## src/rtl/vx_alu_multi_pkg.sv

```systemverilog
// vx_alu_multi_pkg: shared widths and types for the ALU multi-unit router
package vx_alu_multi_pkg;

   localparam int NUM_SUBUNITS_DEF = 2;
   localparam int MAX_PENDING_DEF  = 4;

   // sub-unit index width, never narrower than one bit
   function automatic int sel_width(input int n);
      return (n > 1) ? $clog2(n) : 1;
   endfunction

   // credit counter width able to hold 0..m
   function automatic int cnt_width(input int m);
      return $clog2(m + 1);
   endfunction

   localparam int SEL_W = sel_width(NUM_SUBUNITS_DEF);
   localparam int CNT_W = cnt_width(MAX_PENDING_DEF);

   typedef logic [SEL_W-1:0] sel_t;
   typedef logic [CNT_W-1:0] cnt_t;

endpackage

```

## src/rtl/vx_alu_rsp_arb.sv

```systemverilog
// vx_alu_rsp_arb: locked round-robin commit arbiter with optional 2-entry skid
module vx_alu_rsp_arb
   import vx_alu_multi_pkg::*;
#(
   parameter int NUM_SUBUNITS = 2,
   parameter int RSP_DATAW    = 256,
   parameter int OUT_BUF      = 1
) (
   input  logic                                clk,
   input  logic                                reset,
   input  logic [NUM_SUBUNITS-1:0]             rsp_valid,
   input  logic [NUM_SUBUNITS*RSP_DATAW-1:0]   rsp_data,
   output logic [NUM_SUBUNITS-1:0]             rsp_ready,
   output logic                                out_valid,
   output logic [RSP_DATAW-1:0]                out_data,
   output logic [sel_width(NUM_SUBUNITS)-1:0]  out_sel,
   input  logic                                out_ready,
   output logic                                empty
);

   localparam int SEL_BITS = sel_width(NUM_SUBUNITS);

   logic                 lock_q, lock_d, gvalid, acc, fire;
   logic [SEL_BITS-1:0]  lsel_q, rr_q, rr_d, gsel;
   logic [RSP_DATAW-1:0] gdata;

   // keep a locked grant, otherwise take the first requester at or after rr_q
   always_comb begin
      gsel   = lsel_q;
      gvalid = lock_q;
      if (!lock_q)
         for (int k = NUM_SUBUNITS - 1; k >= 0; k--)
            if (rsp_valid[(32'(rr_q) + k) % NUM_SUBUNITS]) begin
               gsel   = SEL_BITS'((32'(rr_q) + k) % NUM_SUBUNITS);
               gvalid = 1'b1;
            end
   end

   assign gdata  = rsp_data[32'(gsel)*RSP_DATAW +: RSP_DATAW];
   assign fire   = gvalid && acc && rsp_valid[gsel];
   assign lock_d = gvalid && !fire;
   assign rr_d   = fire ? ((32'(gsel) == NUM_SUBUNITS - 1) ? '0 : gsel + 1'b1) : rr_q;

   // only the granted sub-unit may ever see ready
   always_comb begin
      rsp_ready       = '0;
      rsp_ready[gsel] = gvalid && acc;
   end

   // grant lock and round-robin pointer
   always_ff @(posedge clk or posedge reset) begin
      if (reset) begin
         lock_q <= 1'b0;
         lsel_q <= '0;
         rr_q   <= '0;
      end else begin
         lock_q <= lock_d;
         lsel_q <= gsel;
         rr_q   <= rr_d;
      end
   end

   if (OUT_BUF != 0) begin : g_skid
      logic [RSP_DATAW-1:0] data_q [2];
      logic [SEL_BITS-1:0]  sel_q  [2];
      logic                 wr_q, rd_q, pop;
      logic [1:0]           cnt_q;

      assign acc       = cnt_q != 2'd2;
      assign pop       = out_valid && out_ready;
      assign out_valid = cnt_q != 2'd0;
      assign out_data  = data_q[rd_q];
      assign out_sel   = sel_q[rd_q];
      assign empty     = cnt_q == 2'd0;

      // skid occupancy and pointers
      always_ff @(posedge clk or posedge reset) begin
         if (reset) begin
            wr_q  <= 1'b0;
            rd_q  <= 1'b0;
            cnt_q <= 2'd0;
         end else begin
            wr_q  <= wr_q ^ fire;
            rd_q  <= rd_q ^ pop;
            cnt_q <= cnt_q + 2'(fire) - 2'(pop);
         end
      end

      // skid payload storage, capturing the granted commit
      always_ff @(posedge clk) begin
         if (fire) begin
            data_q[wr_q] <= gdata;
            sel_q[wr_q]  <= gsel;
         end
      end
   end else begin : g_comb
      assign acc       = out_ready;
      assign out_valid = gvalid && rsp_valid[gsel];
      assign out_data  = gdata;
      assign out_sel   = gsel;
      assign empty     = 1'b1;
   end

endmodule

```

## src/rtl/vx_alu_multi_unit.sv

```systemverilog
// vx_alu_multi_unit: steers execute ops to sub-units, tracks credits, merges commits
module vx_alu_multi_unit
   import vx_alu_multi_pkg::*;
#(
   parameter int NUM_SUBUNITS = 2,
   parameter int TYPE_BITS    = 2,
   parameter int DATAW        = 128,
   parameter int RSP_DATAW    = 256,
   parameter int MAX_PENDING  = 4,
   parameter int OUT_BUF      = 1
) (
   input  logic                                clk,
   input  logic                                reset,
   input  logic                                exe_valid,
   input  logic [TYPE_BITS-1:0]                exe_type,
   input  logic [DATAW-1:0]                    exe_data,
   output logic                                exe_ready,
   input  logic                                fence,
   output logic [NUM_SUBUNITS-1:0]             sub_valid,
   output logic [DATAW-1:0]                    sub_data,
   input  logic [NUM_SUBUNITS-1:0]             sub_ready,
   input  logic [NUM_SUBUNITS-1:0]             rsp_valid,
   input  logic [NUM_SUBUNITS*RSP_DATAW-1:0]   rsp_data,
   output logic [NUM_SUBUNITS-1:0]             rsp_ready,
   output logic                                out_valid,
   output logic [RSP_DATAW-1:0]                out_data,
   output logic [sel_width(NUM_SUBUNITS)-1:0]  out_sel,
   input  logic                                out_ready,
   output logic                                idle
);

   localparam int SEL_BITS = sel_width(NUM_SUBUNITS);
   localparam int CNT_BITS = cnt_width(MAX_PENDING);

   logic [SEL_BITS-1:0]     sel;
   logic [CNT_BITS-1:0]     pend_q [NUM_SUBUNITS];
   logic [CNT_BITS-1:0]     pend_d [NUM_SUBUNITS];
   logic [NUM_SUBUNITS-1:0] busy, disp_fire, rsp_fire;
   logic                    any_pend, allow, buf_empty;

   // unmapped xtypes fall back to the int unit
   assign sel       = (32'(exe_type) < NUM_SUBUNITS) ? SEL_BITS'(exe_type) : '0;
   assign any_pend  = |busy;
   assign allow     = (32'(pend_q[sel]) < MAX_PENDING) && !(fence && any_pend);
   assign exe_ready = allow && sub_ready[sel];
   assign sub_data  = exe_data;
   assign disp_fire = sub_valid & sub_ready;
   assign rsp_fire  = rsp_valid & rsp_ready;
   assign idle      = !any_pend && buf_empty;

   // per-sub-unit outstanding flags
   always_comb begin
      busy = '0;
      for (int k = 0; k < NUM_SUBUNITS; k++) busy[k] = pend_q[k] != '0;
   end

   // one-hot dispatch to the selected sub-unit
   always_comb begin
      sub_valid = '0;
      for (int k = 0; k < NUM_SUBUNITS; k++) sub_valid[k] = exe_valid && allow && (32'(sel) == k);
   end

   // dispatch takes a credit, a commit returns one; a stray commit at zero is clamped
   always_comb begin
      for (int k = 0; k < NUM_SUBUNITS; k++)
         pend_d[k] = (disp_fire[k] && !rsp_fire[k]) ? pend_q[k] + 1'b1 :
                     (rsp_fire[k] && !disp_fire[k] && busy[k]) ? pend_q[k] - 1'b1 : pend_q[k];
   end

   // credit counters
   always_ff @(posedge clk or posedge reset) begin
      if (reset) for (int k = 0; k < NUM_SUBUNITS; k++) pend_q[k] <= '0;
      else       for (int k = 0; k < NUM_SUBUNITS; k++) pend_q[k] <= pend_d[k];
   end

   // a commit must never arrive from a sub-unit with nothing outstanding
   always @(posedge clk) begin
      for (int k = 0; k < NUM_SUBUNITS; k++)
         if (!reset) assert (!(rsp_fire[k] && !busy[k]));
   end

   vx_alu_rsp_arb #(
      .NUM_SUBUNITS (NUM_SUBUNITS),
      .RSP_DATAW    (RSP_DATAW),
      .OUT_BUF      (OUT_BUF)
   ) u_arb (
      .clk       (clk),
      .reset     (reset),
      .rsp_valid (rsp_valid),
      .rsp_data  (rsp_data),
      .rsp_ready (rsp_ready),
      .out_valid (out_valid),
      .out_data  (out_data),
      .out_sel   (out_sel),
      .out_ready (out_ready),
      .empty     (buf_empty)
   );

endmodule

```

## config.mk

```make
export PLATFORM = sky130hd
export DESIGN_NAME = vx_alu_multi_unit
export DESIGN_NICKNAME = d
export VERILOG_FILES = /design/src/rtl/vx_alu_multi_pkg.sv /design/src/rtl/vx_alu_rsp_arb.sv /design/src/rtl/vx_alu_multi_unit.sv
export SDC_FILE = /design/constraint.sdc
export NUM_CORES = 1
export LEC_CHECK = 0
export CAP_MARGIN = 20
export CELL_PAD_IN_SITES_DETAIL_PLACEMENT = 1
export CELL_PAD_IN_SITES_GLOBAL_PLACEMENT = 2
export CORE_AREA = 2 2 407 409
export DETAILED_ROUTE_END_ITERATION = 16
export DIE_AREA = 0 0 409 411
export GPL_ROUTABILITY_DRIVEN = 0
export PLACE_DENSITY = 0.5
export SKIP_CTS_REPAIR_TIMING = 1
export SLEW_MARGIN = 20
export SYNTH_ARGS = -nofsm -noshare
export SYNTH_HDL_FRONTEND = slang
export SYNTH_SLANG_ARGS = --single-unit
```

## constraint.sdc

```tcl
create_clock -name clk -period 9.2 [get_ports clk]
set_input_delay 1.84 -clock clk [delete_from_list [all_inputs] [get_ports clk]]
set_output_delay 1.84 -clock clk [all_outputs]
set_load 0.01 [all_outputs]
```

Word level (Yosys, flattened, before mapping)
Memories as Yosys holds them, arrays and structs flattened.
Index checks and enable logic that the tools add are counted.
{ "op_classes": {"n_addsub": 8, "n_mul": 0, "div": 0, "magnitude_cmp": 8, "eq_ne": 1, "shifts": 1, "mux": 27, "bitwise_logic": 7, "reduce_logical": 32} }
{ "ops": {"columns": ["cell", "n"], "rows": [
  ["$shiftx A512 B10 Y256", 1],
  ["$mux W3", 7],
  ["$mux W1", 19],
  ["$logic_and A1 B1 Y1", 18],
  ["$lt A1 B2 Y1 const B", 4],
  ["$logic_not A1 Y1", 7],
  ["$add A3 B1 Y3 const B", 2],
  ["$and A2 B2 Y2", 3],
  ["$reduce_bool A2 Y1", 3],
  ["$reduce_bool A3 Y1", 2],
  ["$sub A3 B1 Y3 const B", 2],
  ["$lt A3 B3 Y1 const B", 1],
  ["$add A1 B1 Y1 const B", 2],
  ["$add A2 B1 Y2", 1],
  ["$ge A2 B2 Y1 const B", 1],
  ["$logic_not A2 Y1", 1],
  ["$lt A2 B2 Y1 const B", 1],
  ["$ne A2 B2 Y1 const B", 1],
  ["$not A1 Y2", 1],
  ["$reduce_or A2 Y1", 1],
  ["$sub A2 B1 Y2", 1],
  ["$xor A1 B1 Y1", 2],
  ["$demux W1 S1", 1],
  ["$ge A1 B1 Y1 const B", 1],
  ["$not A1 Y1", 1]
]} }
{ "word_totals": {"register_bits": 13, "latch_bits": 0, "ramBits": 514, "mem_bits_ro": 0, "n_memories": 2} }
{ "memory_table": {"columns": ["name", "words", "width", "read_ports", "rd_ports_with_merged_regs", "wr", "line_no", "text"], "rows": [
  ["u_arb.g_skid.data_q", 2, 256, 1, 0, 1, "vx_alu_rsp_arb.sv:64", "logic [RSP_DATAW-1:0] data_q [2];"],
  ["u_arb.g_skid.sel_q", 2, 1, 1, 0, 1, "vx_alu_rsp_arb.sv:65", "logic [SEL_BITS-1:0] sel_q [2];"]
]} }

Depth between registers and ports, before layout
Gate-level depths: netlist of the first run.
{ "logic_depth": {"depth_word": 16, "depth_mapped": 10, "depth_no_buf": 10} }

By module
A second synthesis of the first run with hierarchy kept.
{ "hier_totals": {"hier_cells": 1311, "hier_area_um2": 23520.1} }
{ "by_module_without_submodules": {"columns": ["module", "n_inst", "cells_each", "area_per_inst_um2"], "rows": [
  ["vx_alu_rsp_arb", 1, 1125, 22027.4],
  ["vx_alu_multi_unit", 1, 186, 1492.7]
]} }

Worst setup path before layout of the first run
Ideal clock, no wire load.
{ "synth_timing": {"path_type": "input to register", "startpoint": "in rsp_valid[0]", "endpoint": "mem u_arb.g_skid.data_q[1][0] (enable)", "setup_time_ns": 0.652, "arrival_time_ns": 8.593, "slack_ns": -0.046, "path_stages": 7, "path_buffers": 0, "cell_sequence": "nor2b_1 > o2bb2ai_2 > inv_2 > nand3_2 > and2_1 > inv_1 > ha_1"} }
{ "synth_via": {"elab_chain_len": 10, "elab_cells_between_ends": 16} }
{ "synth_lines": {"columns": ["item", "line_no", "text"], "rows": [
  ["start, declared", "vx_alu_multi_unit.sv:22", "input logic [NUM_SUBUNITS-1:0] rsp_valid,"],
  ["$mux W1 (implied by the code) (2 in series)", "vx_alu_rsp_arb.sv:33", "if (rsp_valid[(32'(rr_q) + k) % NUM_SUBUNITS]) begin"],
  ["$mux W1 (2 in series)", "vx_alu_rsp_arb.sv:33", null],
  ["$mux W1", "vx_alu_rsp_arb.sv:31", "if (!lock_q)"],
  ["$mux W1 (implied by the code) (2 in series)", "vx_alu_rsp_arb.sv:40", "assign fire = gvalid && acc && rsp_valid[gsel];"],
  ["$logic_and A1 B1 Y1 *", "vx_alu_rsp_arb.sv:40", null],
  ["named net u_arb.fire", "vx_alu_rsp_arb.sv:23", "logic lock_q, lock_d, gvalid, acc, fire;"],
  ["$mux W1 *", "vx_alu_rsp_arb.sv:91", "if (fire) begin"],
  ["$mux W1 (implied by the code) *", "vx_alu_rsp_arb.sv:92", "data_q[wr_q] <= gdata;"],
  ["end, declared", "vx_alu_rsp_arb.sv:64", null]
]} }
The timed path passes the listed nets; every way through them passes the cells marked *. The select of a mux whose other input is x is not followed.

Final worst setup path of the first run
{ "layout_timing": {"startpoint": "in rsp_valid[0]", "endpoint": "out rsp_ready[1]"} }
{ "layout_via": {"elab_chain_len": 10, "elab_cells_between_ends": 17} }
{ "layout_lines": {"columns": ["item", "line_no", "text"], "rows": [
  ["$mux W1 (implied by the code) (2 in series)", "vx_alu_rsp_arb.sv:33", null],
  ["$mux W1 (2 in series)", "vx_alu_rsp_arb.sv:33", null],
  ["$mux W1", "vx_alu_rsp_arb.sv:31", null],
  ["$lt A1 B2 Y1 (implied by the code) or $ge A1 B1 Y1 (tied branches)", "vx_alu_rsp_arb.sv:47", "rsp_ready[gsel] = gvalid && acc;"],
  ["$logic_and A1 B1 Y1", "vx_alu_rsp_arb.sv:47", null],
  ["$mux W1 (implied by the code)", "vx_alu_rsp_arb.sv:47", null],
  ["$demux W1 S1", null, null],
  ["$and A2 B2 Y2 (no source line) *", null, null],
  ["end, declared", "vx_alu_multi_unit.sv:24", "output logic [NUM_SUBUNITS-1:0] rsp_ready,"]
]} }
Every way passes the cells marked *; elsewhere a longest branch is shown, timed or not. The select of a mux whose other input is x is not followed.

==> results of run 1 <==
-- cell usage in the layout (no fill, tap or decap), types with 4 or more instances in the layout --
cell and count:
clkbuf_16 72, diode_2 5, mux2_2 257, o21ai_0 4
or3_1 5, inv_6 4, clkdlybuf4s50_1 786, nand2_1 775
clkinv_1 14, dfrtp_1 12, buf_4 12, buf_12 5
clkbuf_1 19, nor2b_1 4, nor2_1 10, clkinv_2 7
inv_1 7, nor3_1 5, edfxtp_1 514
-- kinds of logic (layout without fill, tap and decap cells) --
logic type / after synthesis / count (layout)
muxes: 258 / 258
AOI/OAI and AO/OA: 18 / 18
DFF: 527 / 527
other: 0 / 5
and+or+nand+nor: 815 / 815
adders and majority gates: 6 / 6
buffers and inverters: 222 / 934
xor gates and xnor gates: 5 / 5
-- synthesized netlist by cell type, types with 3 or more instances --
| library cell | number | share of area |
|---|---|---|
| mux2_2 | 257 | 0.12 |
| buf_1 | 9 | 0.0014 |
| o21ai_0 | 4 | 0.00085 |
| nor3_1 | 5 | 0.0011 |
| xnor2_1 | 3 | 0.0011 |
| ha_1 | 4 | 0.0021 |
| buf_2 | 63 | 0.013 |
| dfrtp_1 | 13 | 0.014 |
| edfxtp_1 | 514 | 0.66 |
| a21oi_1 | 3 | 0.00064 |
| buf_4 | 128 | 0.041 |
| and2_1 | 3 | 0.00080 |
| nor2_1 | 10 | 0.0016 |
| nor2b_1 | 4 | 0.0011 |
| clkbuf_1 | 14 | 0.0022 |
| or3_1 | 5 | 0.0013 |
| nand2_1 | 775 | 0.12 |
| inv_1 | 7 | 0.0011 |
-- cell type report --
class | instances | area (sq um)
multi-input cells | 1102 | 6350
clock buffers | 91 | 1870
inverters | 8 | 37.5
well taps | 2189 | 2740
fillers | 18300 | 129000
diodes | 5 | 12.5
flip-flops and latches | 527 | 15800
repair buffers | 803 | 8060
clock inverters | 32 | 278
-- registers in the layout (all words and copies together), names as in the netlist --
signal and flops:
u_arb.g_skid.rd_q 1, u_arb.rr_q 1, u_arb.lsel_q 1, u_arb.g_skid.wr_q 1, u_arb.g_skid.sel_q 2, u_arb.g_skid.data_q 512
u_arb.lock_q 1, pend_q 6, u_arb.g_skid.cnt_q 2
-- per-stage QoR --
step	instance area, sq um	utilization	hold WS, ns
after floorplan	23500	-	0.447
after global placement	33000	0.201	0.489
after detailed placement	33000	0.201	0.486
after CTS	35100	0.214	0.501
after global routing	35100	0.214	0.517
final	35100	0.214	0.496
-- worst min path at each step --
| stage | start | endpoint | slack (ns) | cells after the start |
|---|---|---|---|---|
| after floorplan | u_arb.rr_q | u_arb.rr_q | 0.45 | 2 |
| after CTS | u_arb.rr_q | u_arb.rr_q | 0.50 | 2 |
| after global placement | u_arb.g_skid.cnt_q[1] | u_arb.g_skid.cnt_q[1] | 0.49 | 1 |
| after global routing | u_arb.g_skid.cnt_q[1] | u_arb.g_skid.cnt_q[1] | 0.52 | 1 |
| final | u_arb.g_skid.cnt_q[1] | u_arb.g_skid.cnt_q[1] | 0.50 | 1 |
| after detailed placement | u_arb.rr_q | u_arb.rr_q | 0.49 | 2 |
-- power breakdown --
part	internal [mW]	switching, mW	leakage [nW]	total [mW]
clock	1.53	1.09	1.05	2.62
combinational	2.28	2.95	6.67	5.22
sequential	3.94	0.220	4.94	4.16
total	7.75	4.26	12.7	12.0
-- metal layers --
layer / wire length, um / share of wire
met5: 139 / 0.0015
met4: 2940 / 0.031
met3: 8480 / 0.089
met2: 49500 / 0.52
met1: 34400 / 0.36
==> impl_metrics.yaml, run 1 <==
grt:
  met1_usage: 0.111
  grt_pass1_wl_um: 131000
  overflow: 0
  grt_max_degree: 113
  grt_pass1_vias: 17400
  busiest_layer: "met2"
  grtUsageMet3: 0.0437
  grt_util_all_layers: 0.109
  grtUsageMet2: 0.198
  antenna_found_initial: 12
clock_tree:
  numCtsBuffers: 72
  cts_max_path_buffers: 3
  clock_latency_ns: 0.65
  cts_tree: "done"
  clkSlewWorstSetupHoldPaths_ns: 0.05
  cts.sinks: 527
  cts_root_buf: "clkbuf_16"
  htree_levels: 3
worst_setup_path:
  endpoint: "rsp_ready[1]"
  reg2reg_to: "u_arb.g_skid.data_q[0][39]"
  critPathKind: "input port to primary output"
  cp-end-kind: "primary output"
  crit_slowest_cell: "clkdlybuf4s50_1"
  cp.depth: 6
  crit_family: "buffers and inverters"
  crit_fanout: 28
  crit_buf_inv: 3
  start_kind: "input port"
  crit_path_cell_trace: "clkdlybuf4s50_1 > nor2b_1 > o2bb2ai_4 > buf_4 > nor2_1 > clkdlybuf4s50_1"
  reg2reg_slack_ns: 5.68
  crit_top_cell: "clkdlybuf4s50_1"
  required_ns: 7.36
  cp.arrival_ns: 3.92
  crit_start: "rsp_valid[0]"
  rr_worst_depth: 8
  rr_startpoint: "u_arb.lock_q"
  max_stage_delay_ns: 0.63
drt:
  detail_route.vias_per_cell: 3.42
  ant_nets: 0
  drtPass1Iterations: 4
  wl_um: 95400
  drc_errors: 0
  wire_per_inst_um: 20.1
  vias: 16300
  drtIter0Drc: 557
finish:
  stdcell_count: 4757
  area_growth_syn_to_layout_pct: 49.6
  nNetsFinal: 3171
  drive_above_1_share: 0.147
yosys:
  synth_xor_area_frac: 0.00187
  synth_edf_count: 514
  synth_area_sq_um: 23500
  syn_inst: 1851
  synthSimpleGateAreaFrac: 0.134
  synth.area.mux_share: 0.124
  yosysSeqAreaShare: 0.672
  synth_compound_area_frac: 0.00570
  ys_types: 41
  syn_avg_cell_area_sq_um: 12.7
  synthAdderAreaFrac: 0.00384
  yosys_warnings: 0
  syn_nets: 2508
  synthArstFlopShare: 0.0247
  synth-seq-cells: 527
  synth_top_family_by_area: "simple AND/OR/NAND/NOR gates"
  ys.flop_type: "edfxtp_1"
timing:
  post-route-period-util: 0.626
  setup_viol_count_final: 0
  relSlewSlack: 0.311
  period_minus_slack_ns: 5.76
  rsz0062_at_grt: "no"
  timing.final.ws_setup_ns: 3.44
  worst_pin_slew_ns: 1.03
  final-max-slew-violation-count: 0
  finClkSkew_ns: 0.0228
  tns_ns: 0
  hold_violations: 0
  max_freq_mhz: 174
floorplan:
  core_sq_um: 164000
  start_util: 0.143
  boundaryPins: 1043
  dieHeight_um: 411
  num_rows: 149
  die_w_um: 409
  die_area_sq_um: 168000
power:
  power.total_mw: 12.0
  p_per_area_nw_per_um2: 342
  ir_drop_mv: 0.127
  total_leakage_power_nw: 12.7
placed_design:
  hpwl_um: 68000
  io_buffers: 786
  dp_slack_ns: 3.39
  post-place-cells: 4629
job:
  maxCapViolCount: 0
min_path:
  min_path_type: "flip-flop to flip-flop"
run_status:
  outcome: "finished, final reports clean"
Power figures use the tool's default switching activity.
==> run 2, diff against run 1 <==
--- a/config.mk
+++ b/config.mk
@@ -8,9 +8,9 @@
 export CAP_MARGIN = 20
 export CELL_PAD_IN_SITES_DETAIL_PLACEMENT = 1
 export CELL_PAD_IN_SITES_GLOBAL_PLACEMENT = 2
-export CORE_AREA = 2 2 407 409
+export CORE_AREA = 2 2 412 414
 export DETAILED_ROUTE_END_ITERATION = 16
-export DIE_AREA = 0 0 409 411
+export DIE_AREA = 0 0 414 416
 export GPL_ROUTABILITY_DRIVEN = 0
 export PLACE_DENSITY = 0.5
 export SKIP_CTS_REPAIR_TIMING = 1
==> constraint.sdc (replaced) <==
create_clock -name clk -period 5.2 [get_ports clk]
set_input_delay 1.04 -clock clk [delete_from_list [all_inputs] [get_ports clk]]
set_output_delay 1.04 -clock clk [all_outputs]
set_load 0.01 [all_outputs]
==> impl_metrics.yaml, run 2 (synthesized netlist as in run 1, its figures left out) <==
floorplan:
  start_util: 0.140
  die_area_sq_um: 172000
  die_w_um: 414
  dieHeight_um: 416
  boundaryPins: 1043
  num_rows: 151
  core_sq_um: 168000
finish:
  final_common_cell: "clkdlybuf4s50_1"
  final_cell_area_sq_um: 35400
  top_register: "u_arb.g_skid.data_q"
  nFillCells: 19000
  nNetsFinal: 3189
  final_cell_mix: "clkdlybuf4s50_1 (786), nand2_1 (775), edfxtp_1 (514)"
  largest_register_ffs: 512
  top_regs: "u_arb.g_skid.data_q: 512 flops, pend_q: 6 flops"
  regArea_sq_um: 15800
  multi_input_area_sq_um: 6350
  drive_above_1_share: 0.155
  area_growth_syn_to_layout_pct: 50.7
worst_setup_path:
  cp.arrival_ns: 3.12
  crit_start: "rsp_valid[0]"
  critPathKind: "input port to primary output"
  crit_family: "buffers and inverters"
  cp.depth: 6
  start_kind: "input port"
  rr_worst_depth: 8
  cp-end-kind: "primary output"
  reg2reg_slack_ns: 2.15
  crit_slowest_cell: "clkdlybuf4s50_1"
  crit_fanout: 30
  crit_buf_inv: 3
  crit_top_cell: "clkdlybuf4s50_1"
  required_ns: 4.16
  max_stage_delay_ns: 0.61
  crit_path_cell_trace: "clkdlybuf4s50_1 > nor2b_1 > o2bb2ai_4 > buf_4 > nor2_1 > clkdlybuf4s50_1"
  rr_startpoint: "u_arb.lock_q"
grt:
  grt_pass1_wl_um: 134000
  grt_max_degree: 132
  grt_pass1_vias: 17800
  grt_util_all_layers: 0.109
  overflow: 0
  antenna_found_initial: 16
clock_tree:
  cts.sinks: 527
  clkSlewWorstSetupHoldPaths_ns: 0.05
  clock_latency_ns: 0.63
  cts_max_path_buffers: 3
  htree_levels: 3
  cts_root_buf: "clkbuf_16"
  cts_tree: "done"
  numCtsBuffers: 66
drt:
  drtIter0Drc: 540
  detail_route.vias_per_cell: 3.40
  wl_um: 96800
  wire_per_inst_um: 20.2
  drc_errors: 0
  vias: 16300
  ant_nets: 0
  drtPass1Iterations: 4
power:
  p_per_area_nw_per_um2: 604
  ir_drop_mv: 0.268
  power.total_mw: 21.4
  total_leakage_power_nw: 12.8
timing:
  worst_pin_slew_ns: 0.818
  rsz0062_at_grt: "no"
  relSlewSlack: 0.455
  period_minus_slack_ns: 4.16
  max_freq_mhz: 240
  hold_violations: 0
  final-max-slew-violation-count: 0
  post-route-period-util: 0.800
  finClkSkew_ns: 0.0283
  setup_viol_count_final: 0
run_status:
  outcome: "finished, final reports clean"
placed_design:
  place_area_sq_um: 33300
  hpwl_um: 74100
  io_buffers: 786
min_path:
  holdPathStages: 2
  hp-start: "u_arb.rr_q"
  min_path_type: "flip-flop to flip-flop"
job:
  maxCapViolCount: 0
[run 2: where the power goes]
group	switching (mW)	internal, mW	total [mW]
clock network	1.79	2.66	4.45
registers	0.394	6.95	7.35
logic	5.35	4.21	9.56
[run 2: worst min-delay path, stage by stage (launching register included)]
cell     delay (ns)
dfrtp_1        0.36
nand2_1        0.06
nand2_1        0.05
[run 2: worst paths after layout]
kind	end
max in group asynchronous	u_arb.g_skid.rd_q
min reg2reg	u_arb.rr_q
min in group asynchronous	pend_q[0]
max	rsp_ready[1]
max reg2reg	u_arb.g_skid.data_q[1][56]
min	u_arb.rr_q
[run 2: layout make-up]
| type | instances | share of cell area |
|---|---|---|
| inverter | 8 | 0.00106 |
| sequential | 527 | 0.446 |
| multi-input combinational | 1102 | 0.180 |
| tap | 2218 | 0.0785 |
| timing repair buffer | 827 | 0.236 |
| antenna | 2 | 0.000142 |
| clock inverter | 31 | 0.00980 |
| clock buffer | 80 | 0.0488 |
[run 2: metal layers]
metal	up-vias	GRT usage	routed length, um
li1	7605	-	-
met5	-	0	66
met4	10	0.0358	2720
met3	150	0.0357	6440
met2	563	0.209	53000
met1	7991	0.109	34600
[run 2: per-stage QoR]
stage / TNS, ns / cells / hold WS (ns) / util / setup slack [ns]
final: 0 / 4795 / 0.505 / 0.210 / 1.04
after global routing: 0 / 4793 / 0.532 / 0.210 / 0.890
after CTS: 0 / 4793 / 0.514 / 0.210 / 0.911
after detailed placement: 0 / 4682 / 0.500 / 0.198 / 0.795
after global placement: 0 / 4682 / 0.495 / 0.198 / 0.847
after floorplan: -215.99 / 1851 / 0.447 / - / -0.420
